==> src/rtl/ma_pkg.sv <==
// Shared definitions for the inverse moving-sum filter: FSM encoding,
// a width helper and saturation limits derived from the output width.
package ma_pkg;

  typedef enum logic [1:0] {
    ST_IN    = 2'b00,
    ST_CALC  = 2'b01,
    ST_SHIFT = 2'b10
  } state_e;

  function automatic int clog2(input int value);
    int res;
    res = 0;
    while ((32'sd1 <<< res) < value) begin
      res = res + 1;
    end
    return res;
  endfunction

  function automatic longint sat_max(input int data_w);
    return (64'sd1 <<< (data_w - 1)) - 64'sd1;
  endfunction

  function automatic longint sat_min(input int data_w);
    return -(64'sd1 <<< (data_w - 1));
  endfunction

endpackage

==> src/rtl/ma_hist_sr.sv <==
// N-entry history of recovered samples; tail is the sample from N steps ago.
module ma_hist_sr #(
  parameter int N = 3,
  parameter int W = 18
) (
  input  logic                clk,
  input  logic                rst,
  input  logic                shift_en,
  input  logic signed [W-1:0] din,
  output logic signed [W-1:0] tail
);

  logic signed [W-1:0] hist_q [N];
  logic signed [W-1:0] hist_d [N];

  always_comb begin
    hist_d = hist_q;
    if (shift_en) begin
      hist_d[0] = din;
      for (int k = 1; k < N; k++) begin
        hist_d[k] = hist_q[k-1];
      end
    end else begin
      hist_d = hist_q;
    end
  end

  always_ff @(posedge clk or negedge rst) begin
    if (!rst) begin
      hist_q <= '{default: '0};
    end else begin
      hist_q <= hist_d;
    end
  end

  assign tail = hist_q[N-1];

endmodule

==> src/rtl/ma_inv.sv <==
// Inverse moving-sum filter: x[n] = S[n] - S[n-1] + x[n-N], three enabled
// cycles per sample, saturated output with overflow flag.
module ma_inv
  import ma_pkg::*;
#(
  parameter int MA_ARRAY_LENGTH = 3,
  parameter int DATA_W          = 16,
  parameter int SUM_W           = DATA_W + 2
) (
  input  logic                     clk,
  input  logic                     rst,
  input  logic                     en,
  input  logic                     in_valid,
  output logic                     in_ready,
  input  logic signed [SUM_W-1:0]  in_sum,
  output logic                     out_valid,
  output logic signed [DATA_W-1:0] out_data,
  output logic                     out_ovf
);

  localparam logic signed [SUM_W:0] MAX_S = (SUM_W+1)'(sat_max(DATA_W));
  localparam logic signed [SUM_W:0] MIN_S = (SUM_W+1)'(sat_min(DATA_W));

  state_e                    state_q, state_d;
  logic signed [SUM_W-1:0]   s_prev_q, s_prev_d;
  logic signed [SUM_W-1:0]   s_cur_q, s_cur_d;
  logic signed [SUM_W:0]     x_calc_q, x_calc_d;
  logic signed [DATA_W-1:0]  out_data_q, out_data_d;
  logic                      out_ovf_q, out_ovf_d;
  logic                      out_valid_q, out_valid_d;
  logic signed [SUM_W-1:0]   tail_s;
  logic                      shift_en_s;

  ma_hist_sr #(.N(MA_ARRAY_LENGTH), .W(SUM_W)) u_hist (
    .clk      (clk),
    .rst      (rst),
    .shift_en (shift_en_s),
    .din      (x_calc_q[SUM_W-1:0]),
    .tail     (tail_s)
  );

  always_comb begin
    state_d     = state_q;
    s_prev_d    = s_prev_q;
    s_cur_d     = s_cur_q;
    x_calc_d    = x_calc_q;
    out_data_d  = out_data_q;
    out_ovf_d   = out_ovf_q;
    out_valid_d = 1'b0;
    in_ready    = 1'b0;
    shift_en_s  = 1'b0;
    if (en) begin
      case (state_q)
        ST_IN: begin
          in_ready = 1'b1;
          if (in_valid) begin
            s_cur_d = in_sum;
            state_d = ST_CALC;
          end else begin
            state_d = ST_IN;
          end
        end
        ST_CALC: begin
          // One extra bit keeps the difference-plus-history free of wrap.
          x_calc_d = {s_cur_q[SUM_W-1], s_cur_q} - {s_prev_q[SUM_W-1], s_prev_q}
                     + {tail_s[SUM_W-1], tail_s};
          state_d  = ST_SHIFT;
        end
        ST_SHIFT: begin
          shift_en_s  = 1'b1;
          s_prev_d    = s_cur_q;
          out_valid_d = 1'b1;
          if (x_calc_q > MAX_S) begin
            out_data_d = MAX_S[DATA_W-1:0];
            out_ovf_d  = 1'b1;
          end else if (x_calc_q < MIN_S) begin
            out_data_d = MIN_S[DATA_W-1:0];
            out_ovf_d  = 1'b1;
          end else begin
            out_data_d = x_calc_q[DATA_W-1:0];
            out_ovf_d  = 1'b0;
          end
          state_d = ST_IN;
        end
        default: begin
          state_d = ST_IN;
        end
      endcase
    end else begin
      state_d = state_q;
    end
  end

  always_ff @(posedge clk or negedge rst) begin
    if (!rst) begin
      state_q     <= ST_IN;
      s_prev_q    <= '0;
      s_cur_q     <= '0;
      x_calc_q    <= '0;
      out_data_q  <= '0;
      out_ovf_q   <= 1'b0;
      out_valid_q <= 1'b0;
    end else begin
      state_q     <= state_d;
      s_prev_q    <= s_prev_d;
      s_cur_q     <= s_cur_d;
      x_calc_q    <= x_calc_d;
      out_data_q  <= out_data_d;
      out_ovf_q   <= out_ovf_d;
      out_valid_q <= out_valid_d;
    end
  end

  assign out_valid = out_valid_q;
  assign out_data  = out_data_q;
  assign out_ovf   = out_ovf_q;

endmodule

==> config.mk <==
export PLATFORM = sky130hd
export DESIGN_NAME = ma_inv
export DESIGN_NICKNAME = d
export VERILOG_FILES = /design/src/rtl/ma_pkg.sv /design/src/rtl/ma_hist_sr.sv /design/src/rtl/ma_inv.sv
export SDC_FILE = /design/constraint.sdc
export NUM_CORES = 1
export LEC_CHECK = 0
export CAP_MARGIN = 20
export CORE_MARGIN = 2
export CORE_UTILIZATION = 35
export DETAILED_ROUTE_END_ITERATION = 7
export DONT_BUFFER_PORTS = 1
export GPL_TIMING_DRIVEN = 0
export MAX_ROUTING_LAYER = met4
export PLACE_DENSITY = 0.6
export SETUP_SLACK_MARGIN = 0.2
export SLEW_MARGIN = 20
export SYNTH_ARGS = -nofsm -noshare
export SYNTH_HDL_FRONTEND = slang
export SYNTH_SLANG_ARGS = --single-unit
export TNS_END_PERCENT = 50
==> constraint.sdc <==
create_clock -name clk -period 3.2 [get_ports clk]
set_clock_uncertainty 0.05 [all_clocks]
set_input_delay 0.96 -clock clk [delete_from_list [all_inputs] [get_ports clk]]
set_output_delay 0.96 -clock clk [all_outputs]
set_load 0.02 [all_outputs]
==> metrics.csv <==
stage,metric,value,unit
status,outcome,completed,
clocking,clock slew at reported path FFs,60,ps
yosys,number of distinct standard cells referenced by the synthesized netlist,50,
sta,setup-violating endpoint count in the final report,0,
floorplanning,number of placement rows,49,
floorplanning,die span in x,138.1,µm
final_layout,layout net count,778,
yosys,share of synthesized area spent on multiplexers,0.8350,%
sta,post-route fraction of the period consumed by the critical path,91.57,%
yosys,fraction of the mapped netlist area in adder cells,9.503,%
global_routing,vias in the first global route,4590,
critical_path,worst r2r src,s_prev_q[9],
job,maximum capacitance violations,0,
yosys,nets in the synthesized netlist,758,
clocking,TritonCTS clock tree,yes,
clocking,H-tree levels,4,
yosys,synthesized cell area,0.006294,mm²
sta,slew of the pin with the lowest slew margin,818.2,ps
sta,number of max-slew violations in the final report,0,
floorplanning,placeable core region,0.01778,mm²
yosys,most used standard cells in the synthesized netlist,"nand2_1, dfrtp_1, o21ai_0",
yosys,"Top FF cell, synth",dfrtp_1,
global_routing,Congestion Overflow GR,0,
floorplanning,area of the die,0.01907,mm²
yosys,sequential-to-total area share from yosys stat,51.29,%
sta,maximum operating frequency,341.3,MHz
yosys,library cell occupying the most area in the post-synthesis netlist,dfrtp_1,
clocking,clock sink total,129,
final_layout,Multi-input gate area,0.002670,mm²
yosys,combinational family with the most area after synthesis,simple AND/OR/NAND/NOR gates,
floorplanning,I/O Pins,41,
clocking,clock latency of the later-clocked register in the worst-skew pair,430,ps
hold_path,path category of the worst min-delay check,input pin to async pin,
global_routing,maximum number of pins on one net before global-route repair,130,
final_layout,number of fill cells in the layout,1776,
place,placer's final routability congestion estimate,0.9150,
yosys,number of enable flip-flop cells after synthesis,0,
yosys,xor and xnor fraction of the mapped netlist area,1.531,%
sta,max_slew headroom,45.45,%
detailed_routing,Detailed Route Iter0 Violations,318,
clocking,worst-case clock buffer depth,2,
yosys,most area-consuming cells after synthesis,"dfrtp_1, nand2_1, o21ai_0, fa_1, inv_1",
yosys,gate count after technology mapping,699,
floorplanning,die height,138.1,µm
place,# port buffers,0,
detailed_routing,Residual DRC,0,
detailed_routing,drt wl/cell,15.40,µm
place,Post-DP HPWL,10.70,mm
sta,RSZ-0062 raised after global routing,true,
critical_path,data arrival time at the worst-slack endpoint,3170,ps
sta,count of final hold-check violations,0,
yosys,leading cell type by number of instances after synthesis,nand2_1,
clocking,Num CTS Buffers,17,
sta,minimum period implied by the final worst setup slack,2930,ps
critical_path,type of element capturing the critical path,register,
yosys,YS warnings,0,
yosys,portion of synthesized cell area occupied by the leading cell type,51.29,%
critical_path,start-to-end type of the worst setup path,register to register,
global_routing,Total GRT Usage,16.85,%
detailed_routing,wire length after detailed routing,14.82,mm
critical_path,worst r2r path cells,9,
yosys,area share of and/or/nand/nor cells after synthesis,18.35,%
detailed_routing,vias after detailed routing,4602,
final_layout,share of layout cells above drive strength 1,6.421,%
detailed_routing,total iterations of the first detailed-routing run,4,
yosys,share of synthesized flip-flops with an asynchronous set or reset,100.0,%
clocking,cell chosen for the clock root,clkbuf_16,
yosys,per-instance average area after synthesis,9.004,µm²
global_routing,global-route wire length before repair,24.54,mm
floorplanning,initial core utilization,35.40,%
critical_path,FF-to-FF End,x_calc_q[17],
critical_path,Critical Path Source Type,register,
final_layout,area added between synthesis and finish,15.09,%
detailed_routing,via-per-instance ratio,4.784,
global_routing,number of antenna violations at the first check in global routing,1,
sta,accumulated negative setup slack,0,ps
critical_path,Crit path required time,3440,ps
critical_path,largest driver fanout on the critical path,6,
yosys,number of storage elements in the synthesis netlist,129,
critical_path,worst reg-to-reg setup slack,270,ps
final_layout,storage element area,0.003228,mm²
yosys,area fraction in compound gates after synthesis,11.99,%
detailed_routing,remaining antenna violation count after routing,0,
how the worst max path moves through the flow:
stage                        end  depth (start not counted)         from  slack [ps]
floorplan           x_calc_q[17]                          9  s_prev_q[9]         540
global placement      s_cur_q[2]                          6           en        -130
detailed placement    s_cur_q[2]                          6           en        -120
CTS                 x_calc_q[17]                          9  s_prev_q[9]         270
global route        x_calc_q[17]                          9  s_prev_q[9]         140
finish              x_calc_q[17]                          9  s_prev_q[9]         270
what timing repair did:
action	CTS	global route
hold buffers	0	0
resized for setup	0	6
setup endpoints to repair	0	10
setup buffers	0	1
endpoints found under the hold margin	0	0
per-stage QoR:
| step | instance area [µm²] | setup slack [ps] | util, % | cells | hold WS (ps) |
|---|---|---|---|---|---|
| after CTS | 7218 | 274.9 | 40.60 | 960 | 166.3 |
| final | 7243 | 269.8 | 40.74 | 962 | 192.9 |
| after global routing | 7243 | 139.7 | 40.74 | 962 | 162.4 |
| after floorplan | 6294 | 541.0 | - | 699 | 388.6 |
| after detailed placement | 6580 | -120.4 | 37.01 | 928 | 400.5 |
| after global placement | 6580 | -135.0 | 37.01 | 928 | 396.3 |
cell type report:
cell class,instances,area share [%]
sequential,129,44.57
clock inverter,11,2.453
timing repair buffer,1,0.1036
multi-input combinational,466,36.86
antenna,1,0.03455
inverter,76,3.939
tap,229,3.956
buffer,28,1.727
clock buffer,21,6.357
layout by cell type (no fill, tap or decap), types with 6 or more instances in the layout:
cell         n
clkbuf_16   17
xnor2_1      6
nor3_1      10
fa_1        18
clkbuf_1    25
a21oi_1     12
ha_1        17
inv_1       76
dfrtp_1    129
nor2_1      17
nand3_1      8
o21ai_0     78
nand2_1    227
worst max-delay path, stage by stage (launching register included):
cell and delay [ps]:
dfrtp_1 400, fa_1 530, inv_1 40, ha_1 390, nand2_2 130, or3_1 380, a31o_1 240, a211oi_2 260
mux2i_1 240, o311ai_1 120
cell families (layout without fill, tap and decap cells):
| family | after synthesis | after routing |
|---|---|---|
| buffers and inverters | 104 | 137 |
| flip-flops | 129 | 129 |
| XOR/XNOR | 11 | 11 |
| multiplexers | 5 | 5 |
| AND/OR/NAND/NOR | 284 | 284 |
| AO/OA/AOI/OAI | 129 | 129 |
| other | 0 | 1 |
| adder cells (fa/ha/maj) | 37 | 37 |
registers in the layout, summed over array words and instances (netlist names):
register,flops
out_data,16
x_calc_q,19
s_prev_q,18
out_valid,1
u_hist.hist_q,36
u_hist.tail,18
s_cur_q,18
state_q,2
out_ovf,1
per-layer routing:
metal	share of wire, %	track usage [%]	routed length (µm)
met2	46	24.73	6774
met1	48	23.19	7146
met4	1.5	5.693	222
met3	4.6	3.845	675
met5	0	-	0
Power is left out: the tool's default activity adds up to more than one toggle a clock period on the data nets, which glitch-free logic cannot reach.
